==> src/rtl/seq_mult_pkg.sv <==
// rtl/seq_mult_pkg.sv - shared types and constants for the sequential multiplier
package seq_mult_pkg;

  typedef enum logic [1:0] {
    IDLE = 2'd0,
    RUN  = 2'd1,
    DONE = 2'd2
  } state_t;

  localparam int DEFAULT_WIDTH = 8;

  // Step counter width; never narrower than one bit.
  function automatic int cnt_width(input int w);
    return (w < 2) ? 1 : $clog2(w);
  endfunction

endpackage

==> src/rtl/mult_add_w.sv <==
// rtl/mult_add_w.sv - WIDTH-bit ripple-carry adder used as the multiplier datapath
module mult_add_w #(
  parameter int WIDTH = 8
) (
  input  logic [WIDTH-1:0] a,
  input  logic [WIDTH-1:0] b,
  input  logic             Cin,
  output logic [WIDTH-1:0] s,
  output logic             Cout
);

  logic [WIDTH:0] c;

  assign c[0] = Cin;

  for (genvar i = 0; i < WIDTH; i++) begin : g_bit
    assign s[i]   = a[i] ^ b[i] ^ c[i];
    assign c[i+1] = (a[i] & b[i]) | (c[i] & (a[i] ^ b[i]));
  end

  assign Cout = c[WIDTH];

endmodule

==> src/rtl/seq_mult8.sv <==
// rtl/seq_mult8.sv - shift-and-add unsigned multiplier with valid/ready on both sides
// Optional SEQ_MULT8_ZERO_SKIP_EN: zero operands complete one edge after accept.
module seq_mult8
  import seq_mult_pkg::*;
#(
  parameter int WIDTH = DEFAULT_WIDTH
) (
  input  logic                 clk,
  input  logic                 rst,
  input  logic                 in_valid,
  output logic                 in_ready,
  input  logic [WIDTH-1:0]     A,
  input  logic [WIDTH-1:0]     B,
  output logic                 out_valid,
  input  logic                 out_ready,
  output logic [2*WIDTH-1:0]   P
);

  localparam int CW = cnt_width(WIDTH);

  state_t               state_q, state_d;
  logic [WIDTH-1:0]     mcand_q, mcand_d;
  logic [2*WIDTH-1:0]   prod_q, prod_d;
  logic [2*WIDTH-1:0]   p_q, p_d;
  logic [CW-1:0]        cnt_q, cnt_d;

  logic [WIDTH-1:0]     add_b;
  logic [WIDTH-1:0]     add_s;
  logic                 add_c;
  logic [2*WIDTH-1:0]   step_prod;
  logic                 zero_op;

  assign add_b = prod_q[0] ? mcand_q : '0;

  mult_add_w #(.WIDTH(WIDTH)) u_add (
    .a    (prod_q[2*WIDTH-1:WIDTH]),
    .b    (add_b),
    .Cin  (1'b0),
    .s    (add_s),
    .Cout (add_c)
  );

  // Carry re-enters at the MSB so no product bit is ever dropped.
  assign step_prod = {add_c, add_s, prod_q[WIDTH-1:1]};

`ifdef SEQ_MULT8_ZERO_SKIP_EN
  assign zero_op = (A == '0) || (B == '0);
`else
  assign zero_op = 1'b0;
`endif

  always_comb begin
    state_d = state_q;
    mcand_d = mcand_q;
    prod_d  = prod_q;
    cnt_d   = cnt_q;
    p_d     = p_q;
    unique case (state_q)
      IDLE: begin
        if (in_valid) begin
          mcand_d = A;
          // A zero operand runs a single step on a cleared product.
          prod_d  = zero_op ? '0 : {{WIDTH{1'b0}}, B};
          cnt_d   = zero_op ? CW'(WIDTH - 1) : '0;
          state_d = RUN;
        end
      end
      RUN: begin
        prod_d = step_prod;
        cnt_d  = cnt_q + CW'(1);
        if (cnt_q == CW'(WIDTH - 1)) begin
          p_d     = step_prod;
          state_d = DONE;
        end
      end
      DONE: begin
        if (out_ready) begin
          state_d = IDLE;
        end
      end
      default: state_d = IDLE;
    endcase
  end

  always_ff @(posedge clk or posedge rst) begin
    if (rst) begin
      state_q <= IDLE;
      mcand_q <= '0;
      prod_q  <= '0;
      cnt_q   <= '0;
      p_q     <= '0;
    end else begin
      state_q <= state_d;
      mcand_q <= mcand_d;
      prod_q  <= prod_d;
      cnt_q   <= cnt_d;
      p_q     <= p_d;
    end
  end

  assign in_ready  = (state_q == IDLE);
  assign out_valid = (state_q == DONE);
  assign P         = p_q;

endmodule
==> config.mk <==
export PLATFORM = sky130hd
export DESIGN_NAME = seq_mult8
export DESIGN_NICKNAME = d
export VERILOG_FILES = /design/src/rtl/seq_mult_pkg.sv /design/src/rtl/mult_add_w.sv /design/src/rtl/seq_mult8.sv
export SDC_FILE = /design/constraint.sdc
export NUM_CORES = 1
export LEC_CHECK = 0
export BUFFER_PORTS_ARGS = -buffer_cell sky130_fd_sc_hd__buf_2
export CAP_MARGIN = 10
export CORE_MARGIN = 5
export CORE_UTILIZATION = 54
export DETAILED_ROUTE_END_ITERATION = 8
export PLACE_DENSITY = 0.83
export SLEW_MARGIN = 15
export SYNTH_ARGS = -nofsm -noshare
export SYNTH_HDL_FRONTEND = slang
export SYNTH_SLANG_ARGS = --single-unit
==> constraint.sdc <==
create_clock -name clk -period 4.2 [get_ports clk]
set_input_delay 0.84 -clock clk [delete_from_list [all_inputs] [get_ports clk]]
set_output_delay 0.84 -clock clk [all_outputs]
set_load 0.02 [all_outputs]
==> impl_metrics.yaml <==
power_and_ir_drop:
  p_seq_frac: 0.417
  power.internal_uw: 1150
  ir_drop_uv: 380
  combPwrFrac: 0.450
  p_per_area_nw_per_um2: 816
  clkPwrFrac: 0.133
  p_leak_uw: 0.00114
  power.switching_uw: 766
  switching_share: 0.400
final_layout:
  final_nets: 237
  fill_cells: 299
  final_cell_mix: "dfrtp_1 (45), buf_2 (37), nand2_1 (16), inv_1 (12), nor3_1 (12)"
  final_common_cell: "dfrtp_1"
  syn_to_final_growth_pct: 13.2
  drive_gt1_frac: 0.274
  antenna_cells: 0
sta:
  hold_viol: 0
  drv_slew: 0
  skew_ps: 14.1
  fin_ws_ps: 592
  fin_crit_ps: 3610
  worst_pin_slew_ps: 747
  finalSetupTns_ps: 0
  setup_viol: 0
  fmax_ghz: 0.277
  relSlewSlack: 0.502
  period_share: 0.859
  rsz0062_at_grt: "no"
worst_setup_path:
  critPathKind: "reg -> reg"
  crit_required_ps: 4400
  startpoint_type: "flop"
  arrival_ps: 3810
  end_kind: "flop"
  critPathMaxFanout: 10
routing:
  vias_per_cell: 5.32
  vias: 1363
  drt_iter0_markers: 117
  first_pass_iters: 4
  wl_per_cell_um: 15.2
  drc_errors: 0
  ant_nets: 0
  postRouteWirelength_mm: 3.90
yosys:
  synth_top_family_by_area: "simple AND/OR/NAND/NOR gates"
  synth_edf_count: 0
  post_synth_xor_area_fraction: 0
  synthesis.area_um2: 2070
  synth-compound-area-share: 0.102
  yosysWarnings: 0
  avgSynthCellArea_um2: 12.1
  synth_fa_ha_area_frac: 0.0859
  async_reset_ff_frac: 1.00
  synth-seq-cells: 45
  synthFlopType: "dfrtp_1"
  synth_cell_types: 31
  ys_seq_area_frac: 0.544
  syn_inst: 171
  synth_simple_gate_area_frac: 0.122
  synthesis.nets: 201
  muxShareOfSynthArea: 0.0926
floorplan:
  pin_count: 38
  dieArea_um2: 5170
  die_h_um: 71.9
  core_area_um2: 3690
  initial_core_util: 0.561
  fp.dieW_um: 71.9
  rows: 22
cts:
  cts_tree: "done"
  clock_latency_ps: 300
  cts_buffers: 5
  ctsHoldBuffers: 0
  cts_setup_buffers: 0
  cts.path.max_buffers: 2
  path_clk_slew_ps: 90
  clock-sinks: 45
  root_buffer: "clkbuf_8"
  cts-resized-gates: 0
  htreeDepth: 2
run:
  cap_violations: 0
global_routing:
  grt_max_degree: 46
  grt_pass1_wl_mm: 6.66
  grt_pass1_vias: 1462
  grt.total_usage: 0.169
  grt_overflow: 0
  antenna_found_initial: 0
place:
  gp_congestion: 0.792
  portBuffers: 37
  place_worst_setup_slack_ps: 607
  dp_hpwl_mm: 2.87
status:
  status: "completed"
hold_path:
  hold_path_class: "reg -> reg"
## logic make-up after synthesis
kind of cell	after synthesis
AOI/OAI and AO/OA	32
and+or+nand+nor	46
adders and majority gates	10
DFF	45
buffers and inverters	22
muxes	16
## Yosys cell counts (3+ instances only)
library cell / n / area share
fa_1: 7 / 0.068
a22o_1: 4 / 0.017
mux2_1: 8 / 0.044
buf_2: 4 / 0.0097
nor2_1: 7 / 0.013
inv_1: 13 / 0.024
a21oi_1: 4 / 0.0097
ha_1: 3 / 0.018
nor3_1: 12 / 0.029
and2_1: 3 / 0.0091
o21ai_0: 11 / 0.027
dfrtp_1: 45 / 0.54
mux2_2: 5 / 0.027
o22ai_1: 6 / 0.018
mux2_4: 3 / 0.022
nand2_1: 16 / 0.029
## state kept, by name (all words and copies together), names as in the netlist
name and flops:
mcand_q 8, state_q 2, cnt_q 3, prod_q 16, P 16
## layer usage
layer | routed length [µm] | vias to the layer above | GRT usage | part of all wire
li1 | - | 655 | - | -
met1 | 1730 | 678 | 0.215 | 0.44
met2 | 1970 | 28 | 0.276 | 0.51
met3 | 180 | 2 | 0.0421 | 0.046
met4 | 19 | 0 | 0.0689 | 0.0049
met5 | 0 | - | 0 | 0
## power groups by stage
stage	Sequential, µW	Clock [µW]	Combinational [µW]
finish	797	254	861
global route	822	275	973
CTS	798	260	877
detailed placement	805	0	872
global placement	795	0	820
floorplan	827	0	604
## worst max-delay path, cell delays in order (launching register included)
cell	delay [ps]
dfrtp_1	500
and2_1	170
ha_1	140
inv_1	50
fa_1	380
fa_1	390
fa_1	400
fa_1	370
inv_1	80
fa_1	190
fa_1	160
inv_1	50
fa_1	440
o21ai_0	190
## final timing paths
check	cells after the start	slack, ps	end	from
max in group asynchronous	3	3150	cnt_q[2]	rst
min reg2reg	1	480	mcand_q[5]	mcand_q[5]
max	13	590	prod_q[14]	prod_q[0]
max reg2reg	13	590	prod_q[14]	prod_q[0]
min	1	480	mcand_q[5]	mcand_q[5]
min in group asynchronous	3	670	P[10]	rst
## stage by stage
stage                     cells  utilization  cell area [µm²]  hold WS (ps)  power (µW)
final                       256        0.635             2340           484        1910
after global routing        256        0.635             2340           500        2070
after global placement      248        0.613             2260           457        1620
after detailed placement    248        0.613             2260           471        1680
after CTS                   256        0.635             2340           488        1930
after floorplan             171            -             2070           449        1430
## final cells by class
type / instances / area [µm²] / area share
Clock buffer: 6 / 72.6 / 0.0310
Tap cell: 48 / 60.1 / 0.0256
Clock inverter: 2 / 10.0 / 0.00427
Timing Repair Buffer: 38 / 193 / 0.0823
Sequential cell: 45 / 1130 / 0.481
Multi-Input combinational cell: 104 / 832 / 0.355
Inverter: 13 / 48.8 / 0.0208
Power figures use the tool's default switching activity.
